<file path="config.mk">
export PLATFORM = sky130hd
export DESIGN_NAME = pid_seq
export DESIGN_NICKNAME = d
export VERILOG_FILES = /design/src/rtl/pid_seq.sv
export SDC_FILE = /design/constraint.sdc
export NUM_CORES = 1
export LEC_CHECK = 0
export BUFFER_PORTS_ARGS = -buffer_cell sky130_fd_sc_hd__buf_2
export CORE_ASPECT_RATIO = 1.1
export CORE_MARGIN = 10
export CORE_UTILIZATION = 50
export DETAILED_ROUTE_END_ITERATION = 10
export PLACE_DENSITY = 0.65
export SLEW_MARGIN = 25
export SYNTH_ARGS = -nofsm -noshare
export SYNTH_HDL_FRONTEND = slang
export SYNTH_SLANG_ARGS = --single-unit
</file>
<file path="constraint.sdc">
create_clock -name clk -period 5.4 [get_ports clk]
set_input_delay 0.27 -clock clk [delete_from_list [all_inputs] [get_ports clk]]
set_output_delay 0.27 -clock clk [all_outputs]
set_load 0.1 [all_outputs]
</file>
<file path="src/rtl/pid_seq.sv">
`default_nettype none
// ============================================================================
//  Module   : pid_seq
//  Purpose  : Multi-cycle PID controller for the balance loop. A pitch and
//             pitch-rate sample is captured on vld. P, I and D are formed
//             over a fixed SAT -> MUL -> INTEG -> SUM sequence, and a
//             saturated control word is issued with a one-cycle PID_vld
//             strobe. The block also provides the soft-start ramp ss_tmr.
//  Ports    : clk, rst_n        - clock, asynchronous active-low reset
//             vld               - new sample strobe (ignored while busy)
//             ptch, ptch_rt     - signed pitch / pitch rate, IN_W bits
//             kp                - unsigned proportional gain, KP_W bits
//             rider_off         - clears the integrator on the next edge
//             pwr_up            - enables the soft-start ramp
//             PID_cntrl         - saturated signed control word, OUT_W bits
//             PID_vld           - one-cycle pulse when PID_cntrl updates
//             busy              - high while a sample is in flight
//             ss_tmr            - soft-start level, 0..255
//  Config   : PID_SS_TMR_EN - when defined, the soft-start counter is built.
//             When undefined, ss_tmr is tied to 8'hFF and pwr_up is unused.
//  Revision : 1.0 - initial release
// ============================================================================
module pid_seq #(
    parameter int IN_W     = 16,
    parameter int ERR_W    = 10,
    parameter int INT_W    = 18,
    parameter int I_SHIFT  = 6,
    parameter int D_SHIFT  = 6,
    parameter int KP_W     = 5,
    parameter int OUT_W    = 12,
    parameter int FAST_SIM = 0
) (
    input  logic                    clk,
    input  logic                    rst_n,
    input  logic                    vld,
    input  logic signed [IN_W-1:0]  ptch,
    input  logic signed [IN_W-1:0]  ptch_rt,
    input  logic        [KP_W-1:0]  kp,
    input  logic                    rider_off,
    input  logic                    pwr_up,
    output logic signed [OUT_W-1:0] PID_cntrl,
    output logic                    PID_vld,
    output logic                    busy,
    output logic        [7:0]       ss_tmr
);

    localparam int c_P_W   = ERR_W + KP_W + 1;
    localparam int c_SUM_W = OUT_W + 4;

    // Clamp limits for the pitch error, expressed at input width
    localparam logic signed [IN_W-1:0] c_err_max =
        {{(IN_W-ERR_W+1){1'b0}}, {(ERR_W-1){1'b1}}};
    localparam logic signed [IN_W-1:0] c_err_min =
        {{(IN_W-ERR_W+1){1'b1}}, {(ERR_W-1){1'b0}}};

    // Clamp limits for the output, expressed at the summing width
    localparam logic signed [c_SUM_W-1:0] c_out_max =
        {{(c_SUM_W-OUT_W+1){1'b0}}, {(OUT_W-1){1'b1}}};
    localparam logic signed [c_SUM_W-1:0] c_out_min =
        {{(c_SUM_W-OUT_W+1){1'b1}}, {(OUT_W-1){1'b0}}};

    typedef enum logic [2:0] {
        S_IDLE  = 3'd0,
        S_SAT   = 3'd1,
        S_MUL   = 3'd2,
        S_INTEG = 3'd3,
        S_SUM   = 3'd4
    } state_t;

    state_t r_state;
    state_t w_next_state;

    logic signed [IN_W-1:0]    r_ptch;
    logic signed [IN_W-1:0]    r_ptch_rt;
    logic        [KP_W-1:0]    r_kp;
    logic signed [ERR_W-1:0]   r_err;
    logic signed [c_P_W-1:0]   r_p;
    logic signed [IN_W:0]      r_d;
    logic signed [INT_W-1:0]   r_i;
    logic signed [INT_W-1:0]   r_integ;

    logic signed [ERR_W-1:0]   w_err;
    logic signed [c_P_W-1:0]   w_p;
    logic signed [IN_W:0]      w_rt_ext;
    logic signed [IN_W:0]      w_d;
    logic signed [INT_W-1:0]   w_err_ext;
    logic signed [INT_W-1:0]   w_sum;
    logic                      w_ovf;
    logic signed [INT_W-1:0]   w_integ_new;
    logic signed [c_SUM_W-1:0] w_total;
    logic signed [OUT_W-1:0]   w_sat;

    // ------------------------------------------------------------------
    // Sequencer
    // ------------------------------------------------------------------
    always_ff @(posedge clk or negedge rst_n) begin
        if (!rst_n) begin
            r_state <= S_IDLE;
        end else begin
            r_state <= w_next_state;
        end
    end

    always_comb begin
        w_next_state = r_state;
        case (r_state)
            S_IDLE:  if (vld) w_next_state = S_SAT;
            S_SAT:   w_next_state = S_MUL;
            S_MUL:   w_next_state = S_INTEG;
            S_INTEG: w_next_state = S_SUM;
            S_SUM:   w_next_state = S_IDLE;
            default: w_next_state = S_IDLE;
        endcase
    end

    assign busy = (r_state != S_IDLE);

    // ------------------------------------------------------------------
    // Datapath combinational terms
    // ------------------------------------------------------------------
    always_comb begin
        w_err = r_ptch[ERR_W-1:0];
        if (r_ptch > c_err_max) begin
            w_err = {1'b0, {(ERR_W-1){1'b1}}};
        end else if (r_ptch < c_err_min) begin
            w_err = {1'b1, {(ERR_W-1){1'b0}}};
        end
    end

    // Gain is zero-extended by one bit so the product stays signed
    assign w_p = $signed(c_P_W'(r_err)) * $signed(c_P_W'($signed({1'b0, r_kp})));

    // One extra bit so negating the most negative rate cannot wrap
    assign w_rt_ext = (IN_W+1)'(r_ptch_rt);
    assign w_d      = -(w_rt_ext >>> D_SHIFT);

    assign w_err_ext = INT_W'(r_err);
    assign w_sum     = r_integ + w_err_ext;
    assign w_ovf     = (r_integ[INT_W-1] == w_err_ext[INT_W-1]) &&
                       (w_sum[INT_W-1] != r_integ[INT_W-1]);

    // rider_off wins over the accumulate step in any state
    always_comb begin
        w_integ_new = r_integ;
        if (rider_off) begin
            w_integ_new = '0;
        end else if ((r_state == S_INTEG) && !w_ovf) begin
            w_integ_new = w_sum;
        end
    end

    assign w_total = c_SUM_W'(r_p) + c_SUM_W'(r_i) + c_SUM_W'(r_d);

    always_comb begin
        w_sat = w_total[OUT_W-1:0];
        if (w_total > c_out_max) begin
            w_sat = {1'b0, {(OUT_W-1){1'b1}}};
        end else if (w_total < c_out_min) begin
            w_sat = {1'b1, {(OUT_W-1){1'b0}}};
        end
    end

    // ------------------------------------------------------------------
    // Datapath registers
    // ------------------------------------------------------------------
    always_ff @(posedge clk or negedge rst_n) begin
        if (!rst_n) begin
            r_ptch    <= '0;
            r_ptch_rt <= '0;
            r_kp      <= '0;
            r_err     <= '0;
            r_p       <= '0;
            r_d       <= '0;
            r_i       <= '0;
            r_integ   <= '0;
            PID_cntrl <= '0;
            PID_vld   <= 1'b0;
        end else begin
            PID_vld <= 1'b0;
            r_integ <= w_integ_new;
            case (r_state)
                S_IDLE: begin
                    if (vld) begin
                        r_ptch    <= ptch;
                        r_ptch_rt <= ptch_rt;
                        r_kp      <= kp;
                    end
                end
                S_SAT: begin
                    r_err <= w_err;
                end
                S_MUL: begin
                    r_p <= w_p;
                    r_d <= w_d;
                end
                S_INTEG: begin
                    r_i <= w_integ_new >>> I_SHIFT;
                end
                S_SUM: begin
                    PID_cntrl <= w_sat;
                    PID_vld   <= 1'b1;
                end
                default: begin
                end
            endcase
        end
    end

    // ------------------------------------------------------------------
    // Soft-start ramp
    // ------------------------------------------------------------------
`ifdef PID_SS_TMR_EN
    localparam logic [26:0] c_ss_inc = (FAST_SIM != 0) ? 27'd256 : 27'd1;

    logic [26:0] r_long_tmr;

    always_ff @(posedge clk or negedge rst_n) begin
        if (!rst_n) begin
            r_long_tmr <= '0;
        end else if (!pwr_up) begin
            r_long_tmr <= '0;
        end else if (r_long_tmr[26:19] != 8'hFF) begin
            r_long_tmr <= r_long_tmr + c_ss_inc;
        end
    end

    assign ss_tmr = r_long_tmr[26:19];
`else
    logic w_unused_ss;
    assign w_unused_ss = pwr_up | (FAST_SIM != 0);
    assign ss_tmr      = 8'hFF;
`endif

endmodule
`default_nettype wire

</file>
==> impl_metrics.json <==
{
  "clock_sinks": 119,
  "worst_setup_path_end_kind": "register",
  "fmax_mhz": 231,
  "skew_ns": 0.00763,
  "syn-cell-area_mm2": 0.00837,
  "met2_usage_pct": 26.5,
  "hp-class": "input port to asynchronous set/reset pin",
  "viasPerCell": 5.31,
  "cp_cell_sequence": "and2_1 > fa_1 > inv_1 > fa_1 > fa_1 > inv_1 > ha_1 > a21oi_1 > o21bai_1 > a2111oi_0 > nor3_1 > nor2_1 > a211o_1 > xnor2_1 > o21ai_0",
  "drive_gt1_share_pct": 14.6,
  "cts_buffers": 17,
  "antenna_found_initial": 0,
  "port_buffers": 48,
  "gp_congestion": 0.858,
  "die-area_mm2": 0.0223,
  "top_usage_layer": "met2",
  "failed_checks": "hold timing",
  "final_cell_mix": "119 x dfrtp_1, 95 x nand2_1, 66 x inv_1",
  "async_flop_share_pct": 100,
  "final.min_clock_period_ns": 4.33,
  "rsz0062_at_grt": "no",
  "cts_root_buffer": "clkbuf_16",
  "num_vias": 5895,
  "crit_path_start_kind": "register",
  "cts_resized": 0,
  "dieHeight_um": 156,
  "drt_iter0_drc": 250,
  "ctsHtreeMaxLevel": 4,
  "ys_warn_count": 0,
  "antenna_cells": 0,
  "grt_use_met1_pct": 21.2,
  "crit_fanout": 11,
  "syn_inst": 850,
  "grt_pass1_vias": 6029,
  "die_width_um": 143,
  "num-nets-final": 1044,
  "wl_per_cell_um": 15.4,
  "final_common_cell": "dfrtp_1",
  "cp.required_ns": 5.68,
  "multi_input_area_mm2": 0.00500,
  "nFillCells": 1498,
  "syn_to_final_growth_pct": 11.7,
  "finalSetupViolations": 0,
  "status": "complete, but fails checks",
  "critical_path_class": "register to register",
  "worst_path_most_repeated_cell": "fa_1",
  "critPathBufInv": 2,
  "gr-total-overflow": 0,
  "drc": 0,
  "hold_viol": 63,
  "seq_area_mm2": 0.00298,
  "core_area_mm2": 0.0164,
  "drv_slew": 0,
  "dp_hpwl_um": 13100,
  "synth_edf_count": 0,
  "met3_usage_pct": 3.65,
  "ys_seq_elements": 119,
  "fin_crit_sh_pct": 80.2,
  "synth_seq_area_share_pct": 35.6,
  "drtPass1Iterations": 4,
  "cts_buffer_depth": 2,
  "tritoncts": "done",
  "avgSynthCellArea_um2": 9.84,
  "slowest_stage": "a2111oi_0",
  "crit_family": "adder cells",
  "clkSlewWorstSetupHoldPaths_ns": 0.06,
  "gr-usage-all-layers_pct": 16.4,
  "final_antenna_net_count": 0,
  "ys.flop_type": "dfrtp_1",
  "initial_core_util_pct": 51.1,
  "post_cts_buffers": 0,
  "grt_max_degree": 69,
  "grt_pass1_wl_um": 29600,
  "tightest_slew_ns": 0.973,
  "cap_violations": 0,
  "tns_ns": 0,
  "cts_hold_buf": 0,
  "ioPinCount": 64,
  "rows": 49,
  "yosysUniqueCellTypes": 56,
  "max_stage_delay_ns": 0.62,
  "clk_latency_ns": 0.42,
  "maxSlewHeadroom_pct": 34.8,
  "finalWirelength_um": 17100,
  "critical_path_arrival_ns": 4.61,
  "hold_ws_ns": -0.0221
}
-- Yosys cell counts (5+ instances only) --
| library cell | number | area share [%] |
|---|---|---|
| a211o_1 | 6 | 0.63 |
| a211oi_1 | 5 | 0.45 |
| a21o_1 | 15 | 1.3 |
| a21oi_1 | 35 | 2.1 |
| a22o_1 | 9 | 0.94 |
| and2_1 | 49 | 3.7 |
| and3_1 | 5 | 0.37 |
| buf_4 | 9 | 0.81 |
| clkbuf_1 | 21 | 0.94 |
| dfrtp_1 | 119 | 36 |
| fa_1 | 48 | 11 |
| ha_1 | 61 | 9.1 |
| inv_1 | 66 | 3.0 |
| mux2_2 | 35 | 4.7 |
| nand2_1 | 95 | 4.3 |
| nand2b_1 | 9 | 0.67 |
| nand3_1 | 15 | 0.90 |
| nor2_1 | 44 | 2.0 |
| nor2b_1 | 6 | 0.45 |
| nor3_1 | 15 | 0.90 |
| nor4_1 | 7 | 0.52 |
| o21a_1 | 6 | 0.54 |
| o21ai_0 | 62 | 3.7 |
| o21bai_1 | 7 | 0.63 |
| xnor2_1 | 29 | 3.0 |
| xor2_1 | 15 | 1.6 |
-- per-stage QoR --
step	hold slack (ns)	util, %	cell area, µm²	setup WS [ns]	std cells
floorplan	-0.0256	-	8390	1.39	857
global placement	0.449	53.4	8740	1.09	1077
detailed placement	0.455	53.6	8770	1.01	1078
CTS	0.00585	57.1	9350	1.01	1110
global route	0.0345	57.1	9350	0.753	1110
finish	-0.0221	57.1	9350	1.07	1110
-- path summary, 6_finish.rpt --
check / from / end / slack (ns) / depth (start not counted)
hold reg to reg: PID_cntrl[0]$_DFFE_PN0P_ / PID_cntrl[0]$_DFFE_PN0P_ / 0.47 / 2
max in group asynchronous: rst_n / r_kp[1]$_DFFE_PN0P_ / 4.26 / 2
setup reg to reg: r_kp[2]$_DFFE_PN0P_ / r_p[15]$_DFFE_PN0N_ / 1.07 / 15
min in group clk: ptch_rt[7] / r_ptch_rt[7]$_DFFE_PN0P_ / 0.04 / 3
setup / recovery: r_kp[2]$_DFFE_PN0P_ / r_p[15]$_DFFE_PN0N_ / 1.07 / 15
hold / removal: rst_n / PID_vld$_DFF_PN0_ / -0.02 / 1
-- state kept, by name (all words and copies together) (netlist names) --
signal	flops
r_i	12
r_ptch	16
r_state	3
r_ptch_rt	10
r_d	16
PID_cntrl	12
PID_vld	1
r_err	10
r_kp	5
r_p	16
r_integ	18
-- per-layer routing --
metal	share of wire, %	up-vias	wire [µm]
li1	-	2978	-
met1	47	2807	8050
met2	47	92	8120
met3	4.1	18	699
met4	1.6	0	273
met5	0	-	0
-- cells by family (layout without fill, tap and decap cells) --
group | count (synthesis) | after routing | synth area share, %
AOI/OAI and AO/OA | 173 | 173 | 13.4
xor gates and xnor gates | 44 | 44 | 4.61
adders and majority gates | 110 | 110 | 20.7
buffers and inverters | 101 | 150 | 5.08
DFF | 119 | 119 | 35.6
muxes | 37 | 37 | 5.07
other | 1 | 8 | 0.0448
and+or+nand+nor | 265 | 265 | 15.5
-- area by class of cell --
class / count / share of cell area, %
well taps: 204 / 2.73
multi-input cells: 637 / 53.5
flip-flops and latches: 119 / 31.9
clock inverters: 14 / 1.47
inverters: 66 / 2.65
repair buffers: 52 / 3.13
clock buffers: 18 / 4.70
Power is not shown: default switching activity piles up to over one toggle a cycle in this logic, so the estimate is an artifact.
